<file path="config.mk">
export PLATFORM = sky130hd
export DESIGN_NAME = mem_stage
export DESIGN_NICKNAME = d
export VERILOG_FILES = /design/src/rtl/mem_stage.sv
export SDC_FILE = /design/constraint.sdc
export NUM_CORES = 1
export LEC_CHECK = 0
export ABC_CLOCK_PERIOD_IN_PS = 6700
export CAP_MARGIN = 0
export CORE_AREA = 2 2 135 137
export DETAILED_ROUTE_END_ITERATION = 8
export DIE_AREA = 0 0 137 139
export GPL_TIMING_DRIVEN = 0
export PLACE_DENSITY = 0.76
export SETUP_SLACK_MARGIN = 0.2
export SLEW_MARGIN = 20
export SYNTH_ARGS = -nofsm -noshare
export SYNTH_HDL_FRONTEND = slang
export SYNTH_SLANG_ARGS = --single-unit
</file>
<file path="constraint.sdc">
create_clock -name clk -period 6.7 [get_ports clk]
set_input_delay 1.005 -clock clk [delete_from_list [all_inputs] [get_ports clk]]
set_output_delay 1.005 -clock clk [all_outputs]
set_load 0.05 [all_outputs]
</file>
<file path="src/rtl/mem_stage.sv">
// ----------------------------------------------------------------------------
// mem_stage
// Memory stage of a 5-stage RISC-V pipeline.
//   * Resolves branch / jal / jalr into a redirect request with its target.
//   * Runs word loads/stores over a req/gnt/rvalid data bus. It stalls the
//     upstream stages while an access is in flight.
//   * Aborts an access as a bus error after TIMEOUT_CYCLES cycles in REQ+WAIT.
//   * Holds the M/WB pipeline register that feeds the register-file write port.
// Ports:
//   clk, rst_n                      clock, asynchronous active-low reset
//   PC_M .. rd_wen_M                EX/M pipeline register contents
//   dmem_req/we/addr/wdata          data-memory request (registered)
//   dmem_gnt/rvalid/rdata           data-memory handshake and load data
//   stall_M, redirect_M,            pipeline control (combinational)
//   PC_target_M
//   misalign_M, bus_err_M           single-cycle fault pulses (combinational)
//   rd_wdata_W/rd_waddr_W/rd_wen_W  writeback port (M/WB register)
// ----------------------------------------------------------------------------
module mem_stage #(
   parameter int TIMEOUT_CYCLES = 255,
   parameter int XLEN           = 32
) (
   input  logic            clk,
   input  logic            rst_n,
   input  logic [XLEN-1:0] PC_M,
   input  logic [XLEN-1:0] PC_branch_M,
   input  logic [XLEN-1:0] imm_M,
   input  logic [XLEN-1:0] rs2_rdata_M,
   input  logic [4:0]      rd_waddr_M,
   input  logic            zero_M,
   input  logic [XLEN-1:0] alu_result_M,
   input  logic            branch_M,
   input  logic            MemWrite_M,
   input  logic            jal_M,
   input  logic            jalr_M,
   input  logic [1:0]      PMAItoReg_M,
   input  logic            rd_wen_M,
   output logic            dmem_req,
   output logic            dmem_we,
   output logic [XLEN-1:0] dmem_addr,
   output logic [XLEN-1:0] dmem_wdata,
   input  logic            dmem_gnt,
   input  logic            dmem_rvalid,
   input  logic [XLEN-1:0] dmem_rdata,
   output logic            stall_M,
   output logic            redirect_M,
   output logic [XLEN-1:0] PC_target_M,
   output logic            misalign_M,
   output logic            bus_err_M,
   output logic [XLEN-1:0] rd_wdata_W,
   output logic [4:0]      rd_waddr_W,
   output logic            rd_wen_W
);

   typedef enum logic [1:0] {
      IDLE = 2'b00,
      REQ  = 2'b01,
      WAIT = 2'b10
   } state_t;

   // The counter never exceeds TIMEOUT_CYCLES-1.
   localparam int CW = (TIMEOUT_CYCLES > 2) ? $clog2(TIMEOUT_CYCLES) : 1;
   localparam logic [CW-1:0] CNT_LAST = CW'(TIMEOUT_CYCLES - 1);
   localparam logic [CW-1:0] CNT_ONE  = CW'(1);

   state_t          state_r;
   logic [CW-1:0]   cnt_r;
   logic            req_r;
   logic            we_r;
   logic [XLEN-1:0] addr_r;
   logic [XLEN-1:0] wdata_r;
   logic [XLEN-1:0] wb_wdata_r;
   logic [4:0]      wb_waddr_r;
   logic            wb_wen_r;

   logic            mem_op_s;
   logic            misaligned_s;
   logic            start_s;
   logic            mis_s;
   logic            done_s;
   logic            timeout_s;
   logic            stall_s;
   logic            redirect_s;
   logic [XLEN-1:0] target_s;
   logic [XLEN-1:0] wb_data_s;

   // Access classification and stall generation.
   always_comb begin
      // While reset is asserted, no incoming op may stall or raise a fault pulse.
      mem_op_s     = rst_n & (MemWrite_M | (PMAItoReg_M == 2'b01));
      misaligned_s = (alu_result_M[1:0] != 2'b00);
      start_s      = (state_r == IDLE) & mem_op_s & ~misaligned_s;
      mis_s        = (state_r == IDLE) & mem_op_s & misaligned_s;
      done_s       = (state_r == WAIT) & dmem_rvalid;
      // A timeout only fires when the current cycle does not complete the access.
      timeout_s    = ((state_r == REQ) | (state_r == WAIT)) & (cnt_r == CNT_LAST) & ~done_s;
      case (state_r)
         IDLE:    stall_s = start_s;
         REQ:     stall_s = ~timeout_s;
         WAIT:    stall_s = ~dmem_rvalid & ~timeout_s;
         default: stall_s = 1'b0;
      endcase
   end

   // Branch / jump redirect and its target.
   always_comb begin
      redirect_s = (branch_M & zero_M) | jal_M | jalr_M;
      if (!redirect_s) begin
         target_s = {XLEN{1'b0}};
      end else if (jalr_M) begin
         target_s = {alu_result_M[XLEN-1:1], 1'b0};
      end else begin
         target_s = PC_branch_M;
      end
   end

   // Writeback data select.
   always_comb begin
      case (PMAItoReg_M)
         2'b00:   wb_data_s = alu_result_M;
         2'b01:   wb_data_s = dmem_rdata;
         2'b10:   wb_data_s = PC_M + XLEN'(4);
         2'b11:   wb_data_s = imm_M;
         default: wb_data_s = alu_result_M;
      endcase
   end

   // Bus FSM with timeout counter and registered bus outputs.
   always_ff @(posedge clk or negedge rst_n) begin
      if (!rst_n) begin
         state_r <= IDLE;
         cnt_r   <= {CW{1'b0}};
         req_r   <= 1'b0;
         we_r    <= 1'b0;
         addr_r  <= {XLEN{1'b0}};
         wdata_r <= {XLEN{1'b0}};
      end else begin
         case (state_r)
            IDLE: begin
               if (start_s) begin
                  state_r <= REQ;
                  cnt_r   <= {CW{1'b0}};
                  req_r   <= 1'b1;
                  we_r    <= MemWrite_M;
                  addr_r  <= alu_result_M;
                  wdata_r <= rs2_rdata_M;
               end
            end
            REQ: begin
               // A gnt coinciding with the timeout is not honoured.
               if (timeout_s || dmem_gnt) begin
                  state_r <= timeout_s ? IDLE : WAIT;
                  req_r   <= 1'b0;
                  we_r    <= 1'b0;
                  addr_r  <= {XLEN{1'b0}};
                  wdata_r <= {XLEN{1'b0}};
               end
               cnt_r <= cnt_r + CNT_ONE;
            end
            WAIT: begin
               if (done_s || timeout_s) begin
                  state_r <= IDLE;
               end
               cnt_r <= cnt_r + CNT_ONE;
            end
            default: begin
               state_r <= IDLE;
               cnt_r   <= {CW{1'b0}};
               req_r   <= 1'b0;
               we_r    <= 1'b0;
               addr_r  <= {XLEN{1'b0}};
               wdata_r <= {XLEN{1'b0}};
            end
         endcase
      end
   end

   // M/WB pipeline register; a stall inserts a bubble and keeps data/addr.
   always_ff @(posedge clk or negedge rst_n) begin
      if (!rst_n) begin
         wb_wdata_r <= {XLEN{1'b0}};
         wb_waddr_r <= 5'd0;
         wb_wen_r   <= 1'b0;
      end else if (stall_s) begin
         wb_wen_r   <= 1'b0;
      end else begin
         wb_wdata_r <= wb_data_s;
         wb_waddr_r <= rd_waddr_M;
         wb_wen_r   <= rd_wen_M & ~mis_s & ~timeout_s;
      end
   end

   assign dmem_req    = req_r;
   assign dmem_we     = we_r;
   assign dmem_addr   = addr_r;
   assign dmem_wdata  = wdata_r;
   assign stall_M     = stall_s;
   assign redirect_M  = redirect_s;
   assign PC_target_M = target_s;
   assign misalign_M  = mis_s;
   assign bus_err_M   = timeout_s;
   assign rd_wdata_W  = wb_wdata_r;
   assign rd_waddr_W  = wb_waddr_r;
   assign rd_wen_W    = wb_wen_r;

endmodule

</file>
======== Word-level counts from Yosys, hierarchy flattened ========
Cells that the tools add are included.
word-level totals
  logic and storage cells ................. 71
  register bits ........................... 114
  output and inout bits ................... 140
  input port bits ......................... 209
operators by class
  bitwise gates (word level) .............. 21
  mux-type cells .......................... 22
  equality and inequality tests ........... 9
  $add $sub $neg .......................... 2
  reduce and logical (&&, ||, !) cells .... 8
operators by type and width
  kind                                            count
  case mux 32 bit (3 select lines)                2
  2-to-1 mux 32 bit                               5
  case mux 32 bit (4 select lines)                1
  adder 32 x 3 -> 32 bit (second input constant)  1
  case mux 8 bit (2 select lines)                 1
  AND 1 bit                                       11
  case mux 1 bit (3 select lines)                 3
  adder 8 x 1 -> 8 bit (second input constant)    1
  == test 8 bit (second input constant)           1
  2-to-1 mux 2 bit                                4
  2-to-1 mux 8 bit                                1
  == test 2 bit (second input constant)           3
  NOT 1 bit                                       6
  case mux 2 bit (3 select lines)                 1
  AND reduction 3 bit                             2
  == test 2 x 1 -> 1 bit (second input constant)  2
  zero test 2 bit                                 2
  2-to-1 mux 1 bit                                4
  != test 2 x 1 -> 1 bit (second input constant)  2
  OR 1 bit                                        4
  logical OR 1 bit                                2
  != test 2 bit (second input constant)           1
  nonzero test 2 bit                              1
  OR reduction 2 bit                              1

======== Depth between registers and ports, before layout ========
Gate-level depths: netlist of the first run.
  word-level depth ........................ 9
  gate-level depth with buffers ........... 11
  gate-level depth less buffers ........... 8

======== Least setup slack after synthesis of the first run ========
OpenSTA, ideal clock, no wires.
  path type ............................... input -> output
  from .................................... in PMAItoReg_M[0]
  to ...................................... out stall_M
  arrival time ............................ 2.445 ns
  cell stages on the path ................. 6
  setup slack ............................. 3.250 ns
  path buffers ............................ 2
  data required time ...................... 5.695 ns
  cell sequence ........................... nor2b_1 > o2111ai_1 > a41o_1 > inv_2 > buf_2 > buf_1
between the ends
  cells in the longest elaborated chain, start to end .. 6
RTL lines
  element                          line  source
  start, declared                  36    input logic [1:0] PMAItoReg_M,
  == test 2 x 1 -> 1 bit           90    mem_op_s = rst_n & (MemWrite_M | (PMAItoReg_M == 2'b01));
  OR 1 bit                         90
  AND 1 bit                        90
  AND 1 bit (2 in series)          92    start_s = (state_r == IDLE) & mem_op_s & ~misaligned_s;
  case mux 1 bit (3 select lines)  97    case (state_r)
  end, declared                    45    output logic stall_M,
No other way between the ends.

======== Worst setup path after layout of the first run ========
  from .................................... in rst_n
  to ...................................... out stall_M
between the ends
  cells in the longest elaborated chain, start to end .. 4
RTL lines
  element                          line  source
  start, declared                  24    input logic rst_n,
  AND 1 bit                        90
  AND 1 bit (2 in series)          92
  case mux 1 bit (3 select lines)  97
No other way between the ends.

==> impl_metrics.csv, run 1 <==
group,metric,value,unit
clocking,hold_buffers,0,
floorplan,initial_utilization,34.6,%
grt,grt_pass1_wl,37900,um
setup_path,crit_buf_inv,6,
synth,syn_area_per_cell,10.7,sq um
power,peakVddDrop,0.185,mV
setup_path,end_kind,"output pin",
route,wl_per_cell,21.6,um
grt,grt_max_degree,61,
setup_path,worstPathCellList,"buf_6, buf_16, o2111ai_1, a41o_1, inv_2, buf_2, buf_1, clkdlybuf4s50_1",
grt,grt_pass1_vias,6463,
setup_path,startpoint,"rst_n",
route,drcViolationCount,0,
power,cellPowerDensity,374,nW/um^2
timing,relSlewSlack,40.1,%
clocking,cts_resized,0,
floorplan,fp-row-count,49,
setup_path,crit_fanout,60,
synth,yosys_register_bits,114,
timing,min_period,5170,ps
route,drt-pass1-iter-count,5,
setup_path,rr_endpoint,"dmem_addr[11]",
timing,rsz0062_at_grt,"false",
setup_path,crit_cells,8,
synth,yosysWarnings,0,
place,dp_cells,1147,
floorplan,die_y,139,um
synth,synth_enable_flop_cells,0,
layout,final_util,59.6,%
synth,netlist-cell-type-count,50,
timing,slew_violations,0,
floorplan,core_area,17700,sq um
grt,overflow,0,
power,p_leak,4.36,nW
clocking,postCtsSetupRepairBufs,0,
setup_path,arrival,4160,ps
layout,diodes,0,
floorplan,dieWidth,137,um
setup_path,critical_path_class,"primary input to output pin",
layout,final_cell_mix,"clkdlybuf4s50_1, dfrtp_1, a22o_1",
setup_path,reg2reg_slack,3680,ps
flow_run,maxCapViolCount,0,
layout,syn_to_final_growth,72.4,%
clocking,cts-root-buf,"clkbuf_16",
synth,synthArstFlopShare,100,%
clocking,numCtsBuffers,17,
setup_path,critPathTopFamily,"buffers and inverters",
hold_path,hold_class,"register to register",
setup_path,slowest_stage,"clkdlybuf4s50_1",
setup_path,required,5690,ps
synth,synthFlopType,"dfrtp_1",
route,drt_iter0_drc,234,
synth,syn-num-nets,787,
layout,layout.nets,1154,
place,port_buffers,347,
setup_path,start_kind,"primary input",
timing,worst_pin_slew,898,ps
route,vias,6358,
floorplan,boundaryPins,349,
route,routed_via_density,5.40,
grt,grt_util_all_layers,26.5,%
layout,nFillCells,1532,
timing,finalHoldViolations,0,
layout,final_common_cell,"clkdlybuf4s50_1",
clocking,clockBufferDepth,2,
clocking,path_clk_slew,50,ps
place,gp_congestion,0.923,
run_status,outcome,"complete, no violations",
setup_path,crit_end,"stall_M",
layout,stdcell_count,1178,
setup_path,r2r-start,"state_r[1]",
clocking,clkLatencyLatePin,410,ps
timing,skew,10.3,ps
clocking,htreeDepth,4,
setup_path,r2r_cells,9,
timing,setup_viol,0,
clocking,cts.sinks,114,
layout,drive_above_1_share,9.17,%
clocking,cts_tree,"done",
place,dp_hpwl,19900,um
floorplan,fp.dieArea,19000,sq um
synth,seq_area_frac_synth,46.7,%
route,wirelength,25400,um
setup_path,critPathMaxStageDelay,940,ps
synth,synth_area,6100,sq um
synth,synth_cells,570,
route,drtAntennaViolNets,0,
timing,fmaxAchievable,194,MHz
grt,antenna_found_initial,1,
timing,min_period_over_period,77.1,%
-- stage by stage --
| step | area, sq um | power, mW | setup TNS (ps) | hold slack (ps) | worst slack, ps |
|---|---|---|---|---|---|
| floorplan | 6100 | 2.17 | 0 | 467 | 3250 |
| global placement | 9860 | 2.95 | -147700 | 448 | -3050 |
| detailed placement | 9890 | 2.97 | 0 | 459 | 1390 |
| CTS | 10500 | 3.96 | 0 | 471 | 1380 |
| global route | 10500 | 4.11 | 0 | 500 | 1240 |
| finish | 10500 | 3.94 | 0 | 468 | 1530 |
-- final cells by class --
class,count,area [sq um],area share [%]
plain buffers,43,179,1.70
flip-flops and latches,114,2850,27.1
repair buffers,348,3500,33.3
multi-input cells,404,3040,28.9
clock buffers,17,425,4.04
clock inverters,14,204,1.94
well taps,229,287,2.72
inverters,9,33.8,0.321
-- cells by family after synthesis --
logic type / count (synthesis) / share of synthesized area (%)
fa+ha+maj: 8 / 1.64
flops: 114 / 46.7
simple gates: 165 / 13.5
buf+inv: 52 / 3.48
mux: 37 / 9.49
compound gates: 175 / 22.4
xor+xnor: 19 / 2.73
-- how the worst min path moves through the flow --
stage	start	to	slack, ps	cells past startpoint
6_report	rd_waddr_W[1]	rd_waddr_W[1]	470	2
3_5_place_dp	rd_waddr_W[1]	rd_waddr_W[1]	460	2
3_3_place_gp	rd_waddr_W[0]	rd_waddr_W[0]	450	2
4_1_cts	rd_waddr_W[1]	rd_waddr_W[1]	470	2
5_1_grt	rd_wdata_W[0]	rd_wdata_W[0]	500	2
2_1_floorplan	cnt_r[6]	cnt_r[6]	470	1
-- worst min-delay path, stage by stage (launching register included) --
cell	delay (ps)
dfrtp_1	340
nand2_1	50
nand2_1	40
-- per-layer routing --
layer / wire length (um) / track usage (%) / up-vias
met1: 10200 / 32.8 / 3112
met4: 417 / 6.73 / 0
met3: 2160 / 8.11 / 32
li1: - / - / 2928
met2: 12600 / 44.7 / 286
met5: 0 / 0 / -
-- cell usage after synthesis (2+ instances only) --
master,instances,share of area (%)
a211oi_1,5,0.62
nor2_1,34,2.1
nand2_1,56,3.4
and2_1,7,0.72
or4_1,2,0.25
or3_1,3,0.31
clkbuf_1,25,1.5
nor2b_1,4,0.41
xor2_1,9,1.3
o211ai_1,4,0.49
xnor2_1,10,1.4
mux2i_1,5,0.82
buf_1,4,0.25
o31a_1,5,0.72
nor4_1,11,1.1
mux4_2,15,5.5
or2_2,2,0.20
dfrtp_1,114,47
mux2_2,17,3.1
a221o_1,3,0.49
a22o_1,96,14
a221oi_1,6,0.86
o21ai_1,5,0.41
inv_1,8,0.49
buf_2,14,1.1
a31oi_1,3,0.31
o221ai_1,3,0.43
ha_1,8,1.6
and3_1,6,0.62
a21oi_1,16,1.3
nor3_1,2,0.16
nand3_1,14,1.1
o21ai_0,17,1.4
nand2b_1,3,0.31
nand3b_1,2,0.25
nand4_1,9,0.92
o31ai_1,5,0.62
and4_1,4,0.57
nor3_2,2,0.33
a22oi_1,2,0.25
-- sequential cells by signal, summed over array words and instances (netlist names), 2 cells and up --
signal,cells
dmem_addr,32
dmem_wdata,32
rd_wdata_W,32
cnt_r,8
rd_waddr_W,5
state_r,2
-- where the power goes --
group          switching [mW]  total (mW)  internal, mW  leakage, nW
combinational            1.31        1.99         0.685         2.56
sequential              0.109       0.975         0.867         1.50
clock                   0.346       0.972         0.625        0.297
Note: power is estimated with default switching activity, not from simulation.
==> run 2: changes to the inputs <==
--- a/config.mk
+++ b/config.mk
@@ -5,13 +5,13 @@
 export SDC_FILE = /design/constraint.sdc
 export NUM_CORES = 1
 export LEC_CHECK = 0
-export ABC_CLOCK_PERIOD_IN_PS = 6700
+export ABC_CLOCK_PERIOD_IN_PS = 4800
 export CAP_MARGIN = 0
-export CORE_AREA = 2 2 135 137
+export CORE_AREA = 2 2 136 138
 export DETAILED_ROUTE_END_ITERATION = 8
-export DIE_AREA = 0 0 137 139
+export DIE_AREA = 0 0 138 140
 export GPL_TIMING_DRIVEN = 0
-export PLACE_DENSITY = 0.76
+export PLACE_DENSITY = 0.75
 export SETUP_SLACK_MARGIN = 0.2
 export SLEW_MARGIN = 20
 export SYNTH_ARGS = -nofsm -noshare
==> constraint.sdc (replaced) <==
create_clock -name clk -period 4.8 [get_ports clk]
set_input_delay 0.72 -clock clk [delete_from_list [all_inputs] [get_ports clk]]
set_output_delay 0.72 -clock clk [all_outputs]
set_load 0.05 [all_outputs]
==> run 2 against run 1 <==
Sequential share of layout area about the same. Clock skew decreased by 1.1 ps. Critical path depth decreased by 1. Routed wire length about the same. Critical path type unchanged. Largest power group unchanged.
==> impl_metrics.csv, run 2 (same netlist as run 1, synthesis figures left out) <==
group,metric,value,unit
layout,drive_above_1_share,9.17,%
grt,overflow,0,
layout,final_cell_mix,"clkdlybuf4s50_1, dfrtp_1, a22o_1",
route,drt_iter0_drc,426,
setup_path,r2r_cells,9,
place,placed_cell_area,9890,sq um
clocking,postCtsSetupRepairBufs,0,
grt,grt_util_all_layers,25.8,%
setup_path,critical_path_class,"primary input to output pin",
timing,min_period,4170,ps
place,dp_hpwl,19700,um
setup_path,arrival,3450,ps
setup_path,crit_buf_inv,5,
floorplan,die_y,140,um
setup_path,crit_cells,7,
clocking,hold_buffers,0,
timing,worst_pin_slew,909,ps
setup_path,critPathTopFamily,"buffers and inverters",
timing,relSlewSlack,39.4,%
timing,min_period_over_period,87.0,%
timing,fmaxAchievable,240,MHz
timing,rsz0062_at_grt,"false",
setup_path,reg2reg_slack,1770,ps
grt,antenna_found_initial,1,
grt,grt_pass1_vias,6555,
power,fin_total_pwr,5.50,mW
setup_path,end_kind,"output pin",
route,wl_per_cell,21.6,um
route,drt-pass1-iter-count,5,
setup_path,required,4080,ps
setup_path,worstPathCellList,"buf_6, buf_16, o2111ai_1, a41o_1, inv_2, buf_2, clkdlybuf4s50_1",
setup_path,startpoint,"rst_n",
setup_path,rr_endpoint,"dmem_addr[21]",
setup_path,crit_fanout,72,
floorplan,fp-row-count,49,
hold_path,hold_class,"primary input to asynchronous set/reset pin",
setup_path,slowest_stage,"clkdlybuf4s50_1",
run_status,outcome,"complete, no violations",
clocking,cts_resized,0,
floorplan,initial_utilization,34.3,%
clocking,cts_tree,"done",
layout,layout.nets,1153,
route,drcViolationCount,0,
route,wirelength,25400,um
setup_path,start_kind,"primary input",
power,peakVddDrop,0.292,mV
place,gp_congestion,0.884,
layout,multi_input_area,3040,sq um
setup_path,r2r-start,"state_r[1]",
clocking,numCtsBuffers,17,
layout,nFillCells,1543,
route,vias,6366,
timing,setup_viol,0,
clocking,path_clk_slew,60,ps
power,p_leak,4.35,nW
layout,regArea,2850,sq um
layout,final_util,59.2,%
flow_run,maxCapViolCount,0,
clocking,htreeDepth,4,
grt,grt_max_degree,73,
setup_path,crit_end,"stall_M",
layout,post-route-cell-area,10500,sq um
layout,stdcell_count,1178,
setup_path,critPathMaxStageDelay,900,ps
layout,syn_to_final_growth,72.4,%
floorplan,fp.dieArea,19300,sq um
clocking,clockBufferDepth,2,
layout,final_common_cell,"clkdlybuf4s50_1",
route,routed_via_density,5.40,
layout,diodes,0,
timing,finalHoldViolations,0,
floorplan,boundaryPins,349,
clocking,cts.sinks,114,
timing,slew_violations,0,
place,port_buffers,347,
timing,skew,9.17,ps
place,dp_cells,1147,
clocking,clkLatencyLatePin,410,ps
floorplan,dieWidth,138,um
grt,grt_pass1_wl,38300,um
route,drtAntennaViolNets,0,
power,cellPowerDensity,522,nW/um^2
clocking,cts-root-buf,"clkbuf_16",
floorplan,core_area,17800,sq um
## run 2: cell count changes in the layout (fill, tap and decap cells not counted)
| cell | before | now |
|---|---|---|
| buf_1 | 4 | 3 |
| clkinvlp_4 | 3 | 4 |
| clkbuf_1 | 25 | 26 |
| clkinv_4 | 4 | 3 |
## run 2: worst min path at each step
stage,slack (ps),cells past startpoint,to,start
after detailed placement,450,2,rd_waddr_W[1],rd_waddr_W[1]
after floorplan,420,0,cnt_r[0],rst_n
after CTS,250,1,dmem_wdata[26],rst_n
after global placement,450,2,rd_waddr_W[1],rd_waddr_W[1]
final,240,1,rd_wdata_W[0],rst_n
after global routing,260,1,dmem_wdata[26],rst_n
## run 2: metrics by stage
stage / hold WS [ps] / TNS [ps] / setup slack [ps]
finish: 241 / 0 / 626
global placement: 452 / -522210 / -4380
floorplan: 424 / 0 / 1830
detailed placement: 455 / 0 / 101
CTS: 251 / 0 / 539
global route: 258 / 0 / 380
## run 2: layout make-up
cell class | instances | share of cell area [%]
Buffer | 42 | 1.67
Clock buffer | 18 | 4.08
Clock inverter | 14 | 1.93
Inverter | 9 | 0.321
Multi-Input combinational cell | 404 | 28.9
Sequential cell | 114 | 27.1
Tap cell | 229 | 2.72
Timing Repair Buffer | 348 | 33.3
## run 2: where the power goes
group          internal (mW)  switching [mW]  total (mW)
Clock                  0.876           0.497        1.37
Sequential              1.21           0.151        1.36
Combinational          0.952            1.81        2.76
## run 2: layer usage
metal	GRT usage, %	share of wire [%]	up-vias
met5	0	0.043	-
met4	7.68	1.9	2
met3	7.69	8.1	38
met2	43.8	49	325
met1	31.8	40	3092
li1	-	-	2909
==> run 3: changes to the inputs <==
--- a/config.mk
+++ b/config.mk
@@ -11,6 +11,7 @@
 export DETAILED_ROUTE_END_ITERATION = 8
 export DIE_AREA = 0 0 138 140
 export GPL_TIMING_DRIVEN = 0
+export MAX_ROUTING_LAYER = met4
 export PLACE_DENSITY = 0.75
 export SETUP_SLACK_MARGIN = 0.2
 export SLEW_MARGIN = 20
==> run 3 against run 2 <==
Combinational power about the same. Power is essentially flat. Final area barely moved. Hold slack better by 7.8 ps. Maximum frequency fell by 0.32%. Non-clock buffer count stayed put. Via count rose by 0.42%. Global-route usage is 0.79 points higher. Count of clock-buffer cells in the layout did not move. Worst setup slack got worse by 13 ps. Sequential power about the same. Critical path depth did not move. Largest cell class unchanged.
==> impl_metrics.csv, run 3 (same netlist as run 1, synthesis figures left out) <==
group,metric,value,unit
clocking,cts-root-buf,"clkbuf_16",
clocking,cts.sinks,114,
power,p_leak,4.35,nW
clocking,htreeDepth,4,
grt,overflow,0,
floorplan,boundaryPins,349,
timing,slew_violations,0,
setup_path,critical_path_class,"primary input to output pin",
grt,grt_pass1_wl,38200,um
floorplan,fp-row-count,49,
layout,syn_to_final_growth,72.4,%
power,cellPowerDensity,522,nW/um^2
timing,relSlewSlack,37.8,%
layout,nFillCells,1542,
setup_path,crit_fanout,72,
clocking,hold_buffers,0,
layout,drive_above_1_share,9.17,%
setup_path,start_kind,"primary input",
route,vias,6393,
run_status,outcome,"complete, no violations",
timing,skew,12.0,ps
grt,antenna_found_initial,1,
timing,tns,0,ps
timing,worst_pin_slew,932,ps
floorplan,core_area,17800,sq um
clocking,clkLatencyLatePin,410,ps
timing,min_period_over_period,87.2,%
route,drcViolationCount,0,
layout,layout.nets,1153,
place,port_buffers,347,
route,wl_per_cell,21.5,um
clocking,cts_tree,"done",
clocking,clockBufferDepth,2,
power,peakVddDrop,0.289,mV
layout,final_common_cell,"clkdlybuf4s50_1",
setup_path,arrival,3470,ps
timing,finalHoldViolations,0,
power,p_comb_share,50.3,%
floorplan,fp.dieArea,19300,sq um
timing,fmaxAchievable,239,MHz
setup_path,end_kind,"output pin",
place,dp_hpwl,19700,um
floorplan,initial_utilization,34.3,%
clocking,cts_resized,0,
route,routed_via_density,5.42,
grt,grt_max_degree,73,
setup_path,required,4080,ps
place,gp_congestion,0.898,
route,top_layer,"met4",
power,p_seq_share,24.8,%
layout,final_cell_mix,"clkdlybuf4s50_1, dfrtp_1, a22o_1",
timing,rsz0062_at_grt,"false",
flow_run,maxCapViolCount,0,
clocking,postCtsSetupRepairBufs,0,
route,drt_iter0_drc,339,
grt,grt_pass1_vias,6566,
power,power.internal,3.04,mW
power,switching_share,44.7,%
floorplan,dieWidth,138,um
route,drt-pass1-iter-count,6,
hold_path,hold_class,"primary input to asynchronous set/reset pin",
timing,min_period,4190,ps
timing,whs,248,ps
grt,grt_util_all_layers,26.5,%
route,wl_met3,1860,um
clocking,numCtsBuffers,17,
route,met2_length,12600,um
route,drtAntennaViolNets,0,
clocking,path_clk_slew,60,ps
power,p_sw,2.46,mW
route,wirelength_met1,10500,um
timing,setup_viol,0,
floorplan,die_y,140,um
route,wirelength,25400,um
power,clkPwrFrac,24.9,%
run 3: cell types whose count changed in the layout (fill, tap and decap cells not counted), sizes merged:
| cell | previous run | this run |
|---|---|---|
| diode | 0 | 1 |
run 3: area by class of cell:
type / instances / area [sq um] / area share (%)
diodes: 1 / 2.50 / 0.0238
plain buffers: 42 / 175 / 1.66
clock buffers: 18 / 429 / 4.08
clock inverters: 14 / 203 / 1.93
inverters: 9 / 33.8 / 0.321
multi-input cells: 404 / 3040 / 28.9
flip-flops and latches: 114 / 2850 / 27.1
well taps: 229 / 287 / 2.72
repair buffers: 348 / 3500 / 33.3
run 3: through the flow:
stage                     utilization, %  worst slack [ps]  cells  instance area [sq um]  total power [mW]
after global placement              55.5             -4380   1146                   9860              4.12
after detailed placement            55.6               101   1147                   9890              4.15
after floorplan                        -              1830    570                   6100              3.03
after global routing                59.2               381   1179                  10500              5.74
final                               59.2               613   1179                  10500              5.49
after CTS                           59.2               539   1178                  10500              5.52
run 3: layer usage:
layer / up-vias / global-route usage, %
met5: - / -
met4: 0 / 7.84
met3: 38 / 7.18
met2: 314 / 43.8
met1: 3126 / 32.1
li1: 2915 / -
run 3: worst max-delay path: stages:
cell,delay [ps]
buf_6,370
buf_16,370
o2111ai_1,230
a41o_1,330
inv_2,90
buf_2,410
clkdlybuf4s50_1,900
run 3: worst paths after layout:
check                      cells after the start          start  slack (ps)       endpoint
min                                            1          rst_n         250  rd_wdata_W[0]
min in group clk                               2  rd_waddr_W[0]         460  rd_waddr_W[0]
max reg2reg                                    9     state_r[1]        1800  dmem_addr[21]
min reg2reg                                    2  rd_waddr_W[0]         460  rd_waddr_W[0]
max                                            7          rst_n         610        stall_M
max in group asynchronous                      2          rst_n        3830  dmem_addr[24]
run 3: power by group through the flow:
stage	sequential (mW)	clock, mW	combinational, mW
global placement	1.36	0	2.75
floorplan	2.15	0	0.887
global route	1.39	1.44	2.91
CTS	1.36	1.39	2.78
detailed placement	1.37	0	2.78
finish	1.36	1.37	2.77
